**src/rtl/vend_pkg.sv**
```systemverilog
// Shared encodings for the vending-machine session controller:
// session states, coin codes and purchase codes seen by the coin_memory datapath.
package vend_pkg;

    typedef enum logic [1:0] {
        ST_IDLE   = 2'b00,
        ST_INSERT = 2'b01,
        ST_HOLD   = 2'b10,
        ST_CHANGE = 2'b11
    } vend_state_t;

    localparam logic [2:0] COIN_NONE = 3'b000;
    localparam logic [2:0] COIN_1    = 3'b001;
    localparam logic [2:0] COIN_5    = 3'b010;
    localparam logic [2:0] COIN_10   = 3'b100;

    localparam logic [1:0] AB_NONE = 2'b00;
    localparam logic [1:0] AB_A    = 2'b10;
    localparam logic [1:0] AB_B    = 2'b01;

endpackage

```
**src/rtl/edge_pulse.sv**
```systemverilog
// Registered rising-edge detector. WHOLE=1 treats the input as one vector
// (fires only when the previous sample was all zero); WHOLE=0 detects per bit.
module edge_pulse #(
    parameter int W     = 3,
    parameter bit WHOLE = 1'b0
) (
    input  logic         clk,
    input  logic         reset,
    input  logic [W-1:0] din,
    output logic [W-1:0] rise
);

    logic [W-1:0] cur_reg;
    logic [W-1:0] prev_reg;
    logic         armed_reg;

    // The first sample after reset release primes the history with itself, so a
    // level already high at release is not mistaken for a fresh edge.
    always_ff @(posedge clk or negedge reset) begin
        if (!reset) begin
            cur_reg   <= '0;
            prev_reg  <= '0;
            armed_reg <= 1'b0;
        end else begin
            cur_reg   <= din;
            prev_reg  <= armed_reg ? cur_reg : din;
            armed_reg <= 1'b1;
        end
    end

    genvar gi;
    generate
        if (WHOLE) begin : g_whole
            assign rise = (prev_reg == '0) ? cur_reg : '0;
        end else begin : g_bits
            for (gi = 0; gi < W; gi++) begin : g_bit
                assign rise[gi] = cur_reg[gi] & ~prev_reg[gi];
            end
        end
    endgenerate

endmodule

```
**src/rtl/vend_controller.sv**
```systemverilog
// Session controller for the vending datapath: turns front-panel levels into
// single-cycle coin/purchase pulses, decides purchases and times out sessions.
module vend_controller
    import vend_pkg::*;
#(
    parameter int PRICE_A       = 25,
    parameter int PRICE_B       = 50,
    parameter int TIMEOUT       = 1000,
    parameter int CHANGE_CYCLES = 4
) (
    input  logic       clk,
    input  logic       reset,
    input  logic [2:0] coin_in,
    input  logic       sel_a,
    input  logic       sel_b,
    input  logic       finish,
    input  logic [7:0] left,
    input  logic       overflow,
    output logic [1:0] state,
    output logic [2:0] coin,
    output logic [1:0] ab,
    output logic       dispense_a,
    output logic       dispense_b,
    output logic       short,
    output logic       change_done
);

    localparam int TW = $clog2(TIMEOUT);
    localparam int CW = $clog2(CHANGE_CYCLES + 1);
    localparam logic [TW-1:0] T_LAST  = TW'(TIMEOUT - 1);
    localparam logic [CW-1:0] C_LAST  = CW'(CHANGE_CYCLES - 1);
    localparam logic [7:0]    PRICE_A8 = 8'(PRICE_A);
    localparam logic [7:0]    PRICE_B8 = 8'(PRICE_B);

    logic [2:0] coin_rise;
    logic [2:0] btn_rise;
    logic       ovf_reg;

    edge_pulse #(.W(3), .WHOLE(1'b1)) u_coin_edge (
        .clk   (clk),
        .reset (reset),
        .din   (coin_in),
        .rise  (coin_rise)
    );

    edge_pulse #(.W(3), .WHOLE(1'b0)) u_btn_edge (
        .clk   (clk),
        .reset (reset),
        .din   ({finish, sel_b, sel_a}),
        .rise  (btn_rise)
    );

    logic coin_ev, sel_a_ev, sel_b_ev, finish_ev;
    assign coin_ev   = $onehot(coin_rise);
    assign sel_a_ev  = btn_rise[0] & ~btn_rise[1];
    assign sel_b_ev  = btn_rise[1] & ~btn_rise[0];
    assign finish_ev = btn_rise[2];

    vend_state_t   state_reg, state_next;
    logic [2:0]    coin_reg, coin_next;
    logic [1:0]    ab_reg, ab_next;
    logic          disp_a_reg, disp_a_next;
    logic          disp_b_reg, disp_b_next;
    logic          short_reg, short_next;
    logic          done_reg, done_next;
    logic [TW-1:0] tcnt_reg, tcnt_next;
    logic [CW-1:0] ccnt_reg, ccnt_next;

    always_ff @(posedge clk or negedge reset) begin
        if (!reset) begin
            state_reg  <= ST_IDLE;
            coin_reg   <= COIN_NONE;
            ab_reg     <= AB_NONE;
            disp_a_reg <= 1'b0;
            disp_b_reg <= 1'b0;
            short_reg  <= 1'b0;
            done_reg   <= 1'b0;
            tcnt_reg   <= '0;
            ccnt_reg   <= '0;
            ovf_reg    <= 1'b0;
        end else begin
            state_reg  <= state_next;
            coin_reg   <= coin_next;
            ab_reg     <= ab_next;
            disp_a_reg <= disp_a_next;
            disp_b_reg <= disp_b_next;
            short_reg  <= short_next;
            done_reg   <= done_next;
            tcnt_reg   <= tcnt_next;
            ccnt_reg   <= ccnt_next;
            ovf_reg    <= overflow;
        end
    end

    always_comb begin
        state_next  = state_reg;
        coin_next   = COIN_NONE;
        ab_next     = AB_NONE;
        disp_a_next = 1'b0;
        disp_b_next = 1'b0;
        short_next  = 1'b0;
        tcnt_next   = '0;
        ccnt_next   = '0;
        case (state_reg)
            ST_IDLE: begin
                if (sel_a_ev || sel_b_ev) begin
                    short_next = 1'b1;
                end else if (coin_ev) begin
                    coin_next  = coin_rise;
                    state_next = ST_INSERT;
                end
            end
            ST_INSERT: begin
                // Priority: overflow, finish, select, coin, then timeout.
                if (ovf_reg) begin
                    state_next = ST_CHANGE;
                end else if (finish_ev) begin
                    state_next = (left == 8'd0) ? ST_IDLE : ST_CHANGE;
                end else if (sel_a_ev) begin
                    if (left >= PRICE_A8) begin
                        ab_next     = AB_A;
                        disp_a_next = 1'b1;
                        state_next  = ST_HOLD;
                    end else begin
                        short_next = 1'b1;
                    end
                end else if (sel_b_ev) begin
                    if (left >= PRICE_B8) begin
                        ab_next     = AB_B;
                        disp_b_next = 1'b1;
                        state_next  = ST_HOLD;
                    end else begin
                        short_next = 1'b1;
                    end
                end else if (coin_ev) begin
                    coin_next = coin_rise;
                end else if (tcnt_reg == T_LAST) begin
                    state_next = ST_CHANGE;
                end else begin
                    tcnt_next = tcnt_reg + TW'(1);
                end
            end
            ST_HOLD: begin
                state_next = ST_INSERT;
            end
            ST_CHANGE: begin
                if (ccnt_reg == C_LAST) begin
                    state_next = ST_IDLE;
                end else begin
                    ccnt_next = ccnt_reg + CW'(1);
                end
            end
            default: state_next = ST_IDLE;
        endcase
        // change_done is registered alongside the state that marks the last CHANGE cycle.
        done_next = (state_next == ST_CHANGE) && (ccnt_next == C_LAST);
    end

    assign state       = state_reg;
    assign coin        = coin_reg;
    assign ab          = ab_reg;
    assign dispense_a  = disp_a_reg;
    assign dispense_b  = disp_b_reg;
    assign short       = short_reg;
    assign change_done = done_reg;

endmodule

```
**config.mk**
```make
export PLATFORM = sky130hd
export DESIGN_NAME = vend_controller
export DESIGN_NICKNAME = d
export VERILOG_FILES = /design/src/rtl/vend_pkg.sv /design/src/rtl/edge_pulse.sv /design/src/rtl/vend_controller.sv
export SDC_FILE = /design/constraint.sdc
export NUM_CORES = 1
export LEC_CHECK = 0
export BUFFER_PORTS_ARGS = -buffer_cell sky130_fd_sc_hd__buf_2
export CELL_PAD_IN_SITES_DETAIL_PLACEMENT = 1
export CELL_PAD_IN_SITES_GLOBAL_PLACEMENT = 2
export CORE_ASPECT_RATIO = 0.7
export CORE_MARGIN = 1.5
export CORE_UTILIZATION = 35
export DETAILED_ROUTE_END_ITERATION = 16
export PLACE_DENSITY = 0.89
export SETUP_SLACK_MARGIN = 0.02
export SKIP_LAST_GASP = 1
export SYNTH_ARGS = -nofsm -noshare
export SYNTH_HDL_FRONTEND = slang
export SYNTH_SLANG_ARGS = --single-unit
```
**constraint.sdc**
```tcl
create_clock -name clk -period 2.9 [get_ports clk]
set_input_delay 0.29 -clock clk [delete_from_list [all_inputs] [get_ports clk]]
set_output_delay 0.29 -clock clk [all_outputs]
set_load 0.02 [all_outputs]
```
---- Word level (Yosys, flattened, before mapping) ----
Index checks and enable logic that the tools add are counted.
word-level totals
  register bits after elaboration ......... 38
  bits in latches ......................... 0
  RAM bits ................................ 0
  ROM bits ................................ 0
  input bits .............................. 17
  output and inout port bits .............. 11
  word-level logic and storage cells ...... 102
  memories kept ........................... 0
operators by class
  add/subtract/negate cells ............... 4
  multipliers ............................. 0
  divide/modulo/power cells ............... 0
  magnitude comparators ................... 2
  equality and inequality tests ........... 8
  shifts and indexed selects .............. 0
  muxes and demuxes ....................... 58
  bitwise operators ....................... 10
  reductions and logical operators ........ 5
operators with widths
  operator                                                                             count
  10-bit two-way mux                                                                   7
  2-bit two-way mux                                                                    17
  3-bit two-way mux                                                                    11
  1-bit two-way mux                                                                    20
  10-bit by 1-bit adder with 10-bit output, second input constant                      1
  10-bit equality test, second input constant                                          1
  8-bit by 5-bit greater-or-equal comparator with 1-bit output, second input constant  1
  8-bit by 6-bit greater-or-equal comparator with 1-bit output, second input constant  1
  8-bit logical NOT                                                                    1
  2-bit case mux with 4 select lines                                                   1
  2-bit equality test, second input constant                                           3
  3-bit by 2-bit equality test with 1-bit output, second input constant                2
  3-bit case mux with 2 select lines                                                   1
  1-bit bitwise AND                                                                    5
  1-bit inverter                                                                       5
  2-bit by 1-bit equality test with 1-bit output, second input constant                2
  3-bit by 1-bit adder with 3-bit output, second input constant                        1
  3-bit logical NOT                                                                    1
  1-bit by 1-bit adder with 2-bit output                                               1
  2-bit by 1-bit adder with 2-bit output                                               1
  2-bit logical NOT                                                                    1
  1-bit case mux with 2 select lines                                                   1
  1-bit logical AND                                                                    1
  1-bit logical OR                                                                     1

---- Depth between registers and ports, before layout ----
Gate-level depths: netlist (run 1).
  depth in word-level cells ............... 13
  mapped depth ............................ 8
  mapped depth without buffers ............ 7

---- Cells and area by module ----
A second synthesis (run 1) with hierarchy kept.
second synthesis, totals
  cell total of the unflattened synthesis .. 145
  area, all modules ....................... 1,650.3 µm²
modules (own cells, without submodules)
  module                     instances  cells each  area each (µm²)  seq. area each (µm²)
  vend_controller            1          117         1,179.9          575.6
  edge_pulse at u_coin_edge  1          14          239.0            175.2
  edge_pulse at u_btn_edge   1          14          231.5            175.2

---- Worst setup path after synthesis (run 1) ----
Ideal clock, no wire load.
  path type ............................... reg2reg
  start point ............................. register u_coin_edge.prev_reg[1]
  end point ............................... register state_reg[1] (netlist: state[1])
  setup time .............................. 0.099 ns
  data arrival time ....................... 2.135 ns
  required time ........................... 2.801 ns
  slack ................................... 0.665 ns
  stages on the path, launching flop included .. 8
  buffers on the path ..................... 0
  period minus slack after synthesis ...... 2.235 ns
  path through ............................ dfrtp_1 nor3_1 and2_1 fa_1 nand2b_1 nand2_1 or4_1 a311oi_1
between the ends
  longest elaborated chain between the ends .. 11
  elaborated cells between the ends (all ways) .. 13
  those cells by class .................... add/sub: 2; eq/ne: 1; mux: 9; reduce/logical: 1
ends and longest elaborated chain
  element                                                           RTL line                RTL
  start, declared                                                   edge_pulse.sv:14        logic [W-1:0] prev_reg;
  start signal, assigned                                            edge_pulse.sv:26        prev_reg <= armed_reg ? cur_reg : din;
  3-bit logical NOT (*)                                             edge_pulse.sv:34        assign rise = (prev_reg == '0) ? cur_reg : '0;
  3-bit two-way mux (*)                                             edge_pulse.sv:34
  1-bit by 1-bit adder with 2-bit output (implied by the code)      vend_controller.sv:54   assign coin_ev = $onehot(coin_rise);
  2-bit by 1-bit adder with 2-bit output (implied by the code) (*)  vend_controller.sv:54
  2-bit by 1-bit equality test with 1-bit output (*)                vend_controller.sv:54
  2-bit two-way mux                                                 vend_controller.sv:135  end else if (coin_ev) begin
  2-bit two-way mux                                                 vend_controller.sv:127  end else if (sel_b_ev) begin
  2-bit two-way mux                                                 vend_controller.sv:119  end else if (sel_a_ev) begin
  2-bit two-way mux                                                 vend_controller.sv:117  end else if (finish_ev) begin
  2-bit two-way mux                                                 vend_controller.sv:115  if (ovf_reg) begin
  2-bit case mux with 4 select lines (*)                            vend_controller.sv:104  case (state_reg)
  named net state_next[1]                                           vend_controller.sv:59   vend_state_t state_reg, state_next;
  end signal, assigned                                              vend_controller.sv:82   state_reg <= state_next;
  end, declared                                                     vend_controller.sv:59
The timed path passes the listed nets; every way through them passes the cells marked *.

---- Worst setup path in the final report (run 1) ----
Ends and elaborated chain as after synthesis.

==> flow_summary.yaml, run 1 <==
timing:
  period_share_pct: 83.9
  tightest_slew_ns: 0.793
  grt_setup_unrepaired: "false"
  fin_tns_setup_ns: 0
  timing.slew.headroom_pct: 47.2
  skew_ns: 0.00359
  min_period_ns: 2.43
  hold_slack_ns: 0.0875
  setup_viol: 0
  fin_ws_ns: 0.468
  timing.fmax_ghz: 0.411
  hold_viol: 0
  slew_viol_final: 0
cts:
  cts.path.max_buffers: 2
  hold_buffers: 0
  numCtsBuffers: 5
  clk_pin_slew_ns: 0.07
  cts.sinks: 36
  h-tree-depth: 2
  postCtsSetupBuffers: 0
  cts_tree: "yes"
  cts_resized: 0
  clockRootBuffer: "clkbuf_8"
  clock_latency_ns: 0.29
cells_and_area:
  finalCoreUtilization_pct: 43.0
  fillerInstances: 524
  drive_above_1_share_pct: 24.7
  syn_to_final_growth_pct: 14.7
  layout.nets: 203
  diodes: 0
  largest_register_ffs: 10
  final_cell_count_no_fill: 237
power_and_ir_drop:
  power_per_cell_area_nw_per_um2: 625
  ir_worst_vdd_mv: 0.280
  p_leak_uw: 0.000871
detailed_routing:
  top_layer: "met4"
  wl_um: 3420
  ant_nets: 0
  drc: 0
  vias: 1238
  dr_wl_met2_um: 1530
  drt_iter0_markers: 27
  met3_length_um: 159
  via_per_inst: 5.22
  drt_pass1_iterations: 4
  wire_per_inst_um: 14.4
  wl_met1_um: 1690
yosys:
  synth_area_leaders: "dfrtp_1, nor2_1, mux2_2"
  ys_seq_area_share_pct: 53.7
  synth_edf_count: 0
  synth-seq-cells: 36
  yosysWarnings: 0
  synth_cell_types: 40
  synth.most_common_cell: "dfrtp_1"
  syn_nets: 175
  synth.avg_cell_area_um2: 11.0
  ys.flop_type: "dfrtp_1"
  syn-cell-area_um2: 1680
  synth_commonest_cells: "dfrtp_1, nor2_1, nor3_1, and2_1"
  yosysTopAreaCell: "dfrtp_1"
  synth_top_area_share_pct: 53.7
  synth_cells: 153
  async_reset_ff_share_pct: 100
worst_setup_path:
  critPathKind: "flip-flop to flip-flop"
  cp-end-kind: "flip-flop"
  cp.arrival_ns: 2.62
  crit_path_max_fanout: 4
  start_kind: "flip-flop"
  cp_data_required_time_ns: 3.09
global_route:
  grt_max_degree: 37
  antenna_found_initial: 0
  overflow: 0
  grt_pass1_vias: 1242
  grt_pass1_wl_um: 5750
  track_usage_pct: 14.6
place:
  dpl.hpwl_um: 2630
  dpl.cell_count: 229
  port_buffers: 27
  gp_congestion: 0.770
  pre_cts_ws_ns: 0.421
floorplan:
  start_util_pct: 37.5
  core_um2: 4480
  die-area_um2: 5230
  rows: 20
  die_w_um: 85.8
  ios: 28
  die_h_um: 61.0
status:
  status: "completed"
min_path:
  min_path_type: "input pin to asynchronous set/reset pin"
job:
  drv_cap: 0
cells in the final DEF (no fill, tap or decap), types with 2 or more instances in the layout:
| cell | instances |
|---|---|
| buf_2 | 27 |
| clkbuf_8 | 5 |
| nor2_1 | 18 |
| nand2b_1 | 3 |
| inv_1 | 5 |
| nand3_1 | 6 |
| or4_1 | 3 |
| and2_1 | 7 |
| a21oi_1 | 3 |
| ha_1 | 4 |
| nor4b_1 | 2 |
| nand4_1 | 3 |
| nand4b_1 | 2 |
| or3_1 | 3 |
| nand2_1 | 6 |
| nor2b_1 | 3 |
| xor2_1 | 2 |
| mux2_2 | 6 |
| clkinv_2 | 2 |
| nor3_1 | 8 |
| a31oi_1 | 4 |
| dfrtp_1 | 36 |
| xnor2_1 | 6 |
worst max-delay path, cell delays in order (launching register included):
cell and delay [ns]:
dfrtp_1 0.36, nor3_1 0.33, and2_1 0.22, fa_1 0.42, nand2b_1 0.16, nand2_1 0.08, or4_1 0.50, a311oi_1 0.28
area by class of cell:
cell class | count | area (um2) | share of cell area, %
sequential | 36 | 901 | 46.8
multi-input combinational | 105 | 711 | 36.9
timing repair buffer | 27 | 135 | 7.02
clock buffer | 5 | 68.8 | 3.57
tap | 55 | 68.8 | 3.57
inverter | 6 | 22.5 | 1.17
clock inverter | 3 | 18.8 | 0.975
layer usage:
metal | GRT usage [%] | up-vias
met5 | 0 | -
met2 | 23.8 | 27
met3 | 3.67 | 6
li1 | - | 591
met4 | 5.53 | 0
met1 | 19.2 | 614
cells by family after synthesis:
| group | Yosys count | share of synthesized area, % |
|---|---|---|
| and+or+nand+nor | 69 | 22.4 |
| DFF | 36 | 53.7 |
| AOI/OAI and AO/OA | 16 | 7.30 |
| buffers and inverters | 12 | 4.02 |
| xor gates and xnor gates | 8 | 4.17 |
| muxes | 6 | 4.02 |
| adders and majority gates | 5 | 4.17 |
| other | 1 | 0.223 |
through the flow:
step / power [uW] / cell area [um2]
after floorplan: 796 / 1680
after detailed placement: 868 / 1840
after global placement: 852 / 1840
final: 1200 / 1930
after CTS: 1220 / 1930
after global routing: 1280 / 1930
report_power, final:
part / switching, uW / internal (uW) / leakage (uW) / total (uW)
Combinational: 145 / 110 / 0.000365 / 254
Clock: 179 / 167 / 0.0000479 / 346
Sequential: 56.3 / 548 / 0.000459 / 604
Total: 380 / 824 / 0.000871 / 1200
worst paths after layout:
| path | slack, ns | depth (start not counted) | endpoint | startpoint |
|---|---|---|---|---|
| worst max-delay path | 0.47 | 7 | state[1] | u_coin_edge.prev_reg[1] |
| worst min-delay path | 0.09 | 1 | u_btn_edge.prev_reg[1] | reset |
| worst max register to register | 0.47 | 7 | state[1] | u_coin_edge.prev_reg[1] |
| worst min register to register | 0.46 | 1 | ccnt_reg[0] | ccnt_reg[0] |
| max in group asynchronous | 2.31 | 1 | change_done | reset |
| min in group clk | 0.11 | 1 | ovf_reg | overflow |
Power figures use the tool's default switching activity.
==> inputs of run 2 (changes only) <==
--- a/config.mk
+++ b/config.mk
@@ -5,14 +5,15 @@
 export SDC_FILE = /design/constraint.sdc
 export NUM_CORES = 1
 export LEC_CHECK = 0
+export ABC_AREA = 1
 export BUFFER_PORTS_ARGS = -buffer_cell sky130_fd_sc_hd__buf_2
 export CELL_PAD_IN_SITES_DETAIL_PLACEMENT = 1
 export CELL_PAD_IN_SITES_GLOBAL_PLACEMENT = 2
 export CORE_ASPECT_RATIO = 0.7
 export CORE_MARGIN = 1.5
-export CORE_UTILIZATION = 35
+export CORE_UTILIZATION = 34
 export DETAILED_ROUTE_END_ITERATION = 16
-export PLACE_DENSITY = 0.89
+export PLACE_DENSITY = 0.9
 export SETUP_SLACK_MARGIN = 0.02
 export SKIP_LAST_GASP = 1
 export SYNTH_ARGS = -nofsm -noshare
==> constraint.sdc (replaced) <==
create_clock -name clk -period 2.4 [get_ports clk]
set_input_delay 0.24 -clock clk [delete_from_list [all_inputs] [get_ports clk]]
set_output_delay 0.24 -clock clk [all_outputs]
set_load 0.02 [all_outputs]
==> run 2 against run 1 <==
Net effect: clock skew rose by 0.00078 ns; total power rose by 25%; area after synthesis grew 1.1%; non-clock buffer count stayed put; setup slack lost 0.22 ns; synthesized cell count increased by 20%; first-iteration DRC count rose by 74%; sequential cell count is the same; sequential power increased by 19%; utilization fell by 1.3 points.
==> flow_summary.yaml, run 2 <==
yosys:
  synth_cells: 183
  synth_commonest_cells: "dfrtp_1, nor2_1, inv_1, nand2_1, a21oi_1"
  synth_top_area_share_pct: 53.1
  yosysWarnings: 0
  synth_edf_count: 0
  yosysTopAreaCell: "dfrtp_1"
  ys_seq_area_share_pct: 53.1
  ys.flop_type: "dfrtp_1"
  synth_cell_types: 29
  async_reset_ff_share_pct: 100
  syn_nets: 205
  synth.avg_cell_area_um2: 9.28
  synth_area_leaders: "dfrtp_1, nor2_1, inv_1"
  syn-cell-area_um2: 1700
  synth.most_common_cell: "dfrtp_1"
  synth-seq-cells: 36
power_and_ir_drop:
  power_per_cell_area_nw_per_um2: 758
  ir_worst_vdd_mv: 0.292
  p_leak_uw: 0.000963
detailed_routing:
  ant_nets: 0
  via_per_inst: 4.35
  wire_per_inst_um: 11.5
  wl_um: 3260
  drt_iter0_markers: 47
  vias: 1231
  drc: 0
  drt_pass1_iterations: 4
cells_and_area:
  diodes: 0
  final_cell_count_no_fill: 283
  drive_above_1_share_pct: 25.2
  final_common_cell: "dfrtp_1"
  layout_common_cells: "dfrtp_1, nor2_1, buf_2"
  largest_register_ffs: 10
  layout.nets: 235
  fillerInstances: 588
  syn_to_final_growth_pct: 17.3
place:
  gp_congestion: 0.746
  port_buffers: 27
  dpl.hpwl_um: 2540
  dpl.cell_count: 275
cts:
  clk_pin_slew_ns: 0.07
  cts.sinks: 36
  h-tree-depth: 2
  cts.path.max_buffers: 2
  cts_tree: "yes"
  hold_buffers: 0
  clock_latency_ns: 0.29
  numCtsBuffers: 5
  clockRootBuffer: "clkbuf_8"
timing:
  slew_viol_final: 0
  grt_setup_unrepaired: "false"
  fin_tns_setup_ns: 0
  timing.slew.headroom_pct: 47.1
  tightest_slew_ns: 0.794
  skew_ns: 0.00437
  setup_viol: 0
  hold_slack_ns: 0.0371
  period_share_pct: 89.6
  min_period_ns: 2.15
  timing.fmax_ghz: 0.465
  hold_viol: 0
worst_setup_path:
  crit_path_max_fanout: 10
  cp-end-kind: "flip-flop"
  start_kind: "flip-flop"
  cp_data_required_time_ns: 2.61
  critPathKind: "flip-flop to flip-flop"
  cp.arrival_ns: 2.36
global_route:
  grt_max_degree: 37
  overflow: 0
  grt_pass1_wl_um: 5980
  antenna_found_initial: 0
  grt_pass1_vias: 1332
  track_usage_pct: 14.5
job:
  drv_cap: 0
floorplan:
  die_h_um: 62.1
  die-area_um2: 5430
  ios: 28
  rows: 21
  core_um2: 4780
  die_w_um: 87.5
  start_util_pct: 35.5
status:
  status: "completed"
min_path:
  min_path_type: "input pin to asynchronous set/reset pin"
==> run 2: changes by cell type after synthesis, sizes merged, moves of 6 or more <==
cell / change
inv: +21
nand2: +20
nor2: +19
a21oi: +8
and2: -6
mux2: -6
==> run 2: stage by stage <==
stage	worst slack, ns	total power [uW]	utilization [%]	area (um2)
after CTS	0.129	1540	41.5	1990
after global placement	0.269	1080	39.7	1900
final	0.251	1510	41.7	1990
after global routing	0.105	1630	41.7	1990
after floorplan	0.327	973	-	1700
after detailed placement	0.148	1090	39.7	1900
==> run 2: cell type report <==
| cell class | count | area [um2] | share of cell area [%] |
|---|---|---|---|
| tap | 69 | 86.3 | 4.33 |
| inverter | 27 | 101 | 5.09 |
| clock buffer | 8 | 90.1 | 4.52 |
| multi-input combinational | 116 | 678 | 34.0 |
| timing repair buffer | 27 | 135 | 6.78 |
| sequential | 36 | 901 | 45.2 |
==> run 2: repair_timing <==
action                     CTS  global route
setup endpoints to repair    0             4
buffers inserted             0             0
gates resized for setup      0             1
==> run 2: metal layers <==
metal / vias up / wire (um) / GRT usage (%)
li1: 630 / - / -
met1: 576 / 1590 / 19.7
met2: 20 / 1480 / 21.3
met3: 5 / 156 / 5.19
met4: 0 / 40 / 4.76
met5: - / 0 / 0
==> run 2: path summary, 6_finish.rpt <==
kind / end / depth (start not counted) / slack, ns / start
setup / recovery: tcnt_reg[3] / 8 / 0.25 / u_coin_edge.prev_reg[1]
hold / removal: ab[0] / 1 / 0.04 / reset
setup reg to reg: tcnt_reg[3] / 8 / 0.25 / u_coin_edge.prev_reg[1]
hold reg to reg: ccnt_reg[0] / 1 / 0.47 / ccnt_reg[0]
max in group asynchronous: u_coin_edge.cur_reg[1] / 1 / 1.86 / reset
min in group clk: ovf_reg / 1 / 0.06 / overflow
==> run 2: kinds of logic after synthesis <==
logic type,share of synthesized area (%)
DFF,53.1
xor gates and xnor gates,2.06
adders and majority gates,4.13
buffers and inverters,7.29
AOI/OAI and AO/OA,4.13
and+or+nand+nor,29.1
other,0.221
==> run 2: power by group <==
group | total (uW) | switching (uW) | leakage (uW) | internal [uW]
registers | 717 | 48.4 | 0.000460 | 668
logic | 355 | 233 | 0.000457 | 122
clock network | 438 | 204 | 0.0000455 | 234
total | 1510 | 486 | 0.000963 | 1020
==> run 2: critical path, cell delays in order, from the launching register on <==
cell and delay [ns]:
dfrtp_1 0.37, or3_4 0.43, nor2_1 0.16, fa_1 0.43
inv_1 0.09, nor2_1 0.08, nor2_4 0.14, nand4_4 0.21
nor2_1 0.16
==> inputs of run 3 (changes only) <==
--- a/config.mk
+++ b/config.mk
@@ -6,15 +6,16 @@
 export NUM_CORES = 1
 export LEC_CHECK = 0
 export ABC_AREA = 1
-export BUFFER_PORTS_ARGS = -buffer_cell sky130_fd_sc_hd__buf_2
 export CELL_PAD_IN_SITES_DETAIL_PLACEMENT = 1
 export CELL_PAD_IN_SITES_GLOBAL_PLACEMENT = 2
 export CORE_ASPECT_RATIO = 0.7
 export CORE_MARGIN = 1.5
-export CORE_UTILIZATION = 34
+export CORE_UTILIZATION = 38
 export DETAILED_ROUTE_END_ITERATION = 16
-export PLACE_DENSITY = 0.9
+export DONT_BUFFER_PORTS = 1
+export PLACE_DENSITY = 0.89
 export SETUP_SLACK_MARGIN = 0.02
+export SKIP_CTS_REPAIR_TIMING = 1
 export SKIP_LAST_GASP = 1
 export SYNTH_ARGS = -nofsm -noshare
 export SYNTH_HDL_FRONTEND = slang
==> run 3 against run 2 <==
Net effect: sequential power is 6.3% higher; count of clock-buffer cells in the layout unchanged; first-iteration DRC count decreased by 8.5%; sequential cell count did not move; global-route usage increased by 1.3 points; register-to-register slack lost 0.07 ns; clock power fell by 0.9%; critical path type unchanged; combinational power down 17%; non-clock buffer count fell by 18; cell count down 11%; total power down 1.2%; die area fell by 10%.
==> flow_summary.yaml, run 3 (same netlist as run 2, synthesis figures left out) <==
status:
  status: "completed"
timing:
  fin_tns_setup_ns: 0
  skew_ns: 0.00744
  setup_viol: 0
  grt_setup_unrepaired: "false"
  min_period_ns: 2.22
  hold_viol: 0
  slew_viol_final: 0
  timing.fmax_ghz: 0.451
  period_share_pct: 92.5
cells_and_area:
  layout_common_cells: "dfrtp_1, nor2_1, inv_1"
  finalInstanceArea_um2: 1930
  largest_register_ffs: 10
  diodes: 0
  final_common_cell: "dfrtp_1"
  syn_to_final_growth_pct: 13.9
  fillerInstances: 516
  drive_above_1_share_pct: 13.8
  layout.nets: 217
place:
  dpl.hpwl_um: 2630
  port_buffers: 0
  gp_congestion: 0.701
  dpl_cell_area_um2: 1740
floorplan:
  die_h_um: 58.9
  ios: 28
  start_util_pct: 39.4
  die-area_um2: 4880
  rows: 20
  die_w_um: 82.9
  core_um2: 4300
detailed_routing:
  drt_pass1_iterations: 4
  ant_nets: 0
  drc: 0
  drt_iter0_markers: 43
  vias: 1232
  wire_per_inst_um: 13.5
  via_per_inst: 4.91
  wl_um: 3390
cts:
  clk_pin_slew_ns: 0.07
  numCtsBuffers: 5
  clock_latency_ns: 0.28
  cts.sinks: 36
  cts.path.max_buffers: 2
  clockRootBuffer: "clkbuf_8"
  h-tree-depth: 2
  cts_tree: "yes"
global_route:
  grt_max_degree: 37
  grt_pass1_wl_um: 5980
  antenna_found_initial: 0
  overflow: 0
  grt_pass1_vias: 1353
  track_usage_pct: 15.8
worst_setup_path:
  start_kind: "flip-flop"
  cp-end-kind: "flip-flop"
  cp.arrival_ns: 2.43
  cp_data_required_time_ns: 2.61
  crit_path_max_fanout: 10
  rrSetupSlack_ns: 0.18
  critPathKind: "flip-flop to flip-flop"
job:
  drv_cap: 0
min_path:
  min_path_type: "input pin to flip-flop"
power_and_ir_drop:
  power_per_cell_area_nw_per_um2: 771
  ir_worst_vdd_mv: 0.362
  p_total_uw: 1490
  p_leak_uw: 0.000887
run 3: critical path, cell delays in order (launching register included):
cell	delay, ns
dfrtp_1	0.36
or3_1	0.48
nor2_1	0.19
fa_1	0.44
inv_1	0.09
nor2_1	0.08
nor2_4	0.14
nand4_4	0.19
nor3_2	0.16
run 3: layout make-up:
cell class	instances	area, um2	area share (%)
Clock buffer	8	90.1	4.66
Inverter	27	101	5.24
Multi-Input combinational cell	116	673	34.8
Sequential cell	36	901	46.6
Tap cell	55	68.8	3.56
Timing Repair Buffer	9	100	5.17
run 3: where the power goes:
group / total [uW] / switching [uW] / internal (uW)
combinational: 296 / 190 / 106
sequential: 762 / 93.8 / 668
clock: 434 / 200 / 234
run 3: layer usage:
| metal | GRT usage [%] | vias to the layer above | part of all wire [%] |
|---|---|---|---|
| met5 | 0 | - | 0 |
| met4 | 7.38 | 0 | 1.4 |
| met3 | 4.91 | 7 | 4.0 |
| met2 | 27.6 | 16 | 51 |
| met1 | 18.2 | 614 | 43 |
| li1 | - | 595 | - |
run 3: per-stage QoR:
step	hold WS, ns	std cells	worst slack (ns)	utilization, %
after floorplan	-0.0556	183	0.327	-
after global placement	-0.0545	234	0.284	40.5
after detailed placement	-0.0550	234	0.126	40.5
after CTS	-0.369	242	0.114	42.6
after global routing	0.133	251	0.0205	44.9
final	0.116	251	0.181	44.9
run 3: final timing paths:
check / start / endpoint / cells past startpoint
min in group asynchronous: reset / tcnt_reg[9] / 2
worst max register to register: u_coin_edge.prev_reg[1] / tcnt_reg[5] / 8
worst min register to register: ccnt_reg[0] / ccnt_reg[0] / 1
max in group asynchronous: reset / u_coin_edge.prev_reg[2] / 2
worst min-delay path: coin_in[2] / u_coin_edge.prev_reg[2] / 2
worst max-delay path: u_coin_edge.prev_reg[1] / tcnt_reg[5] / 8
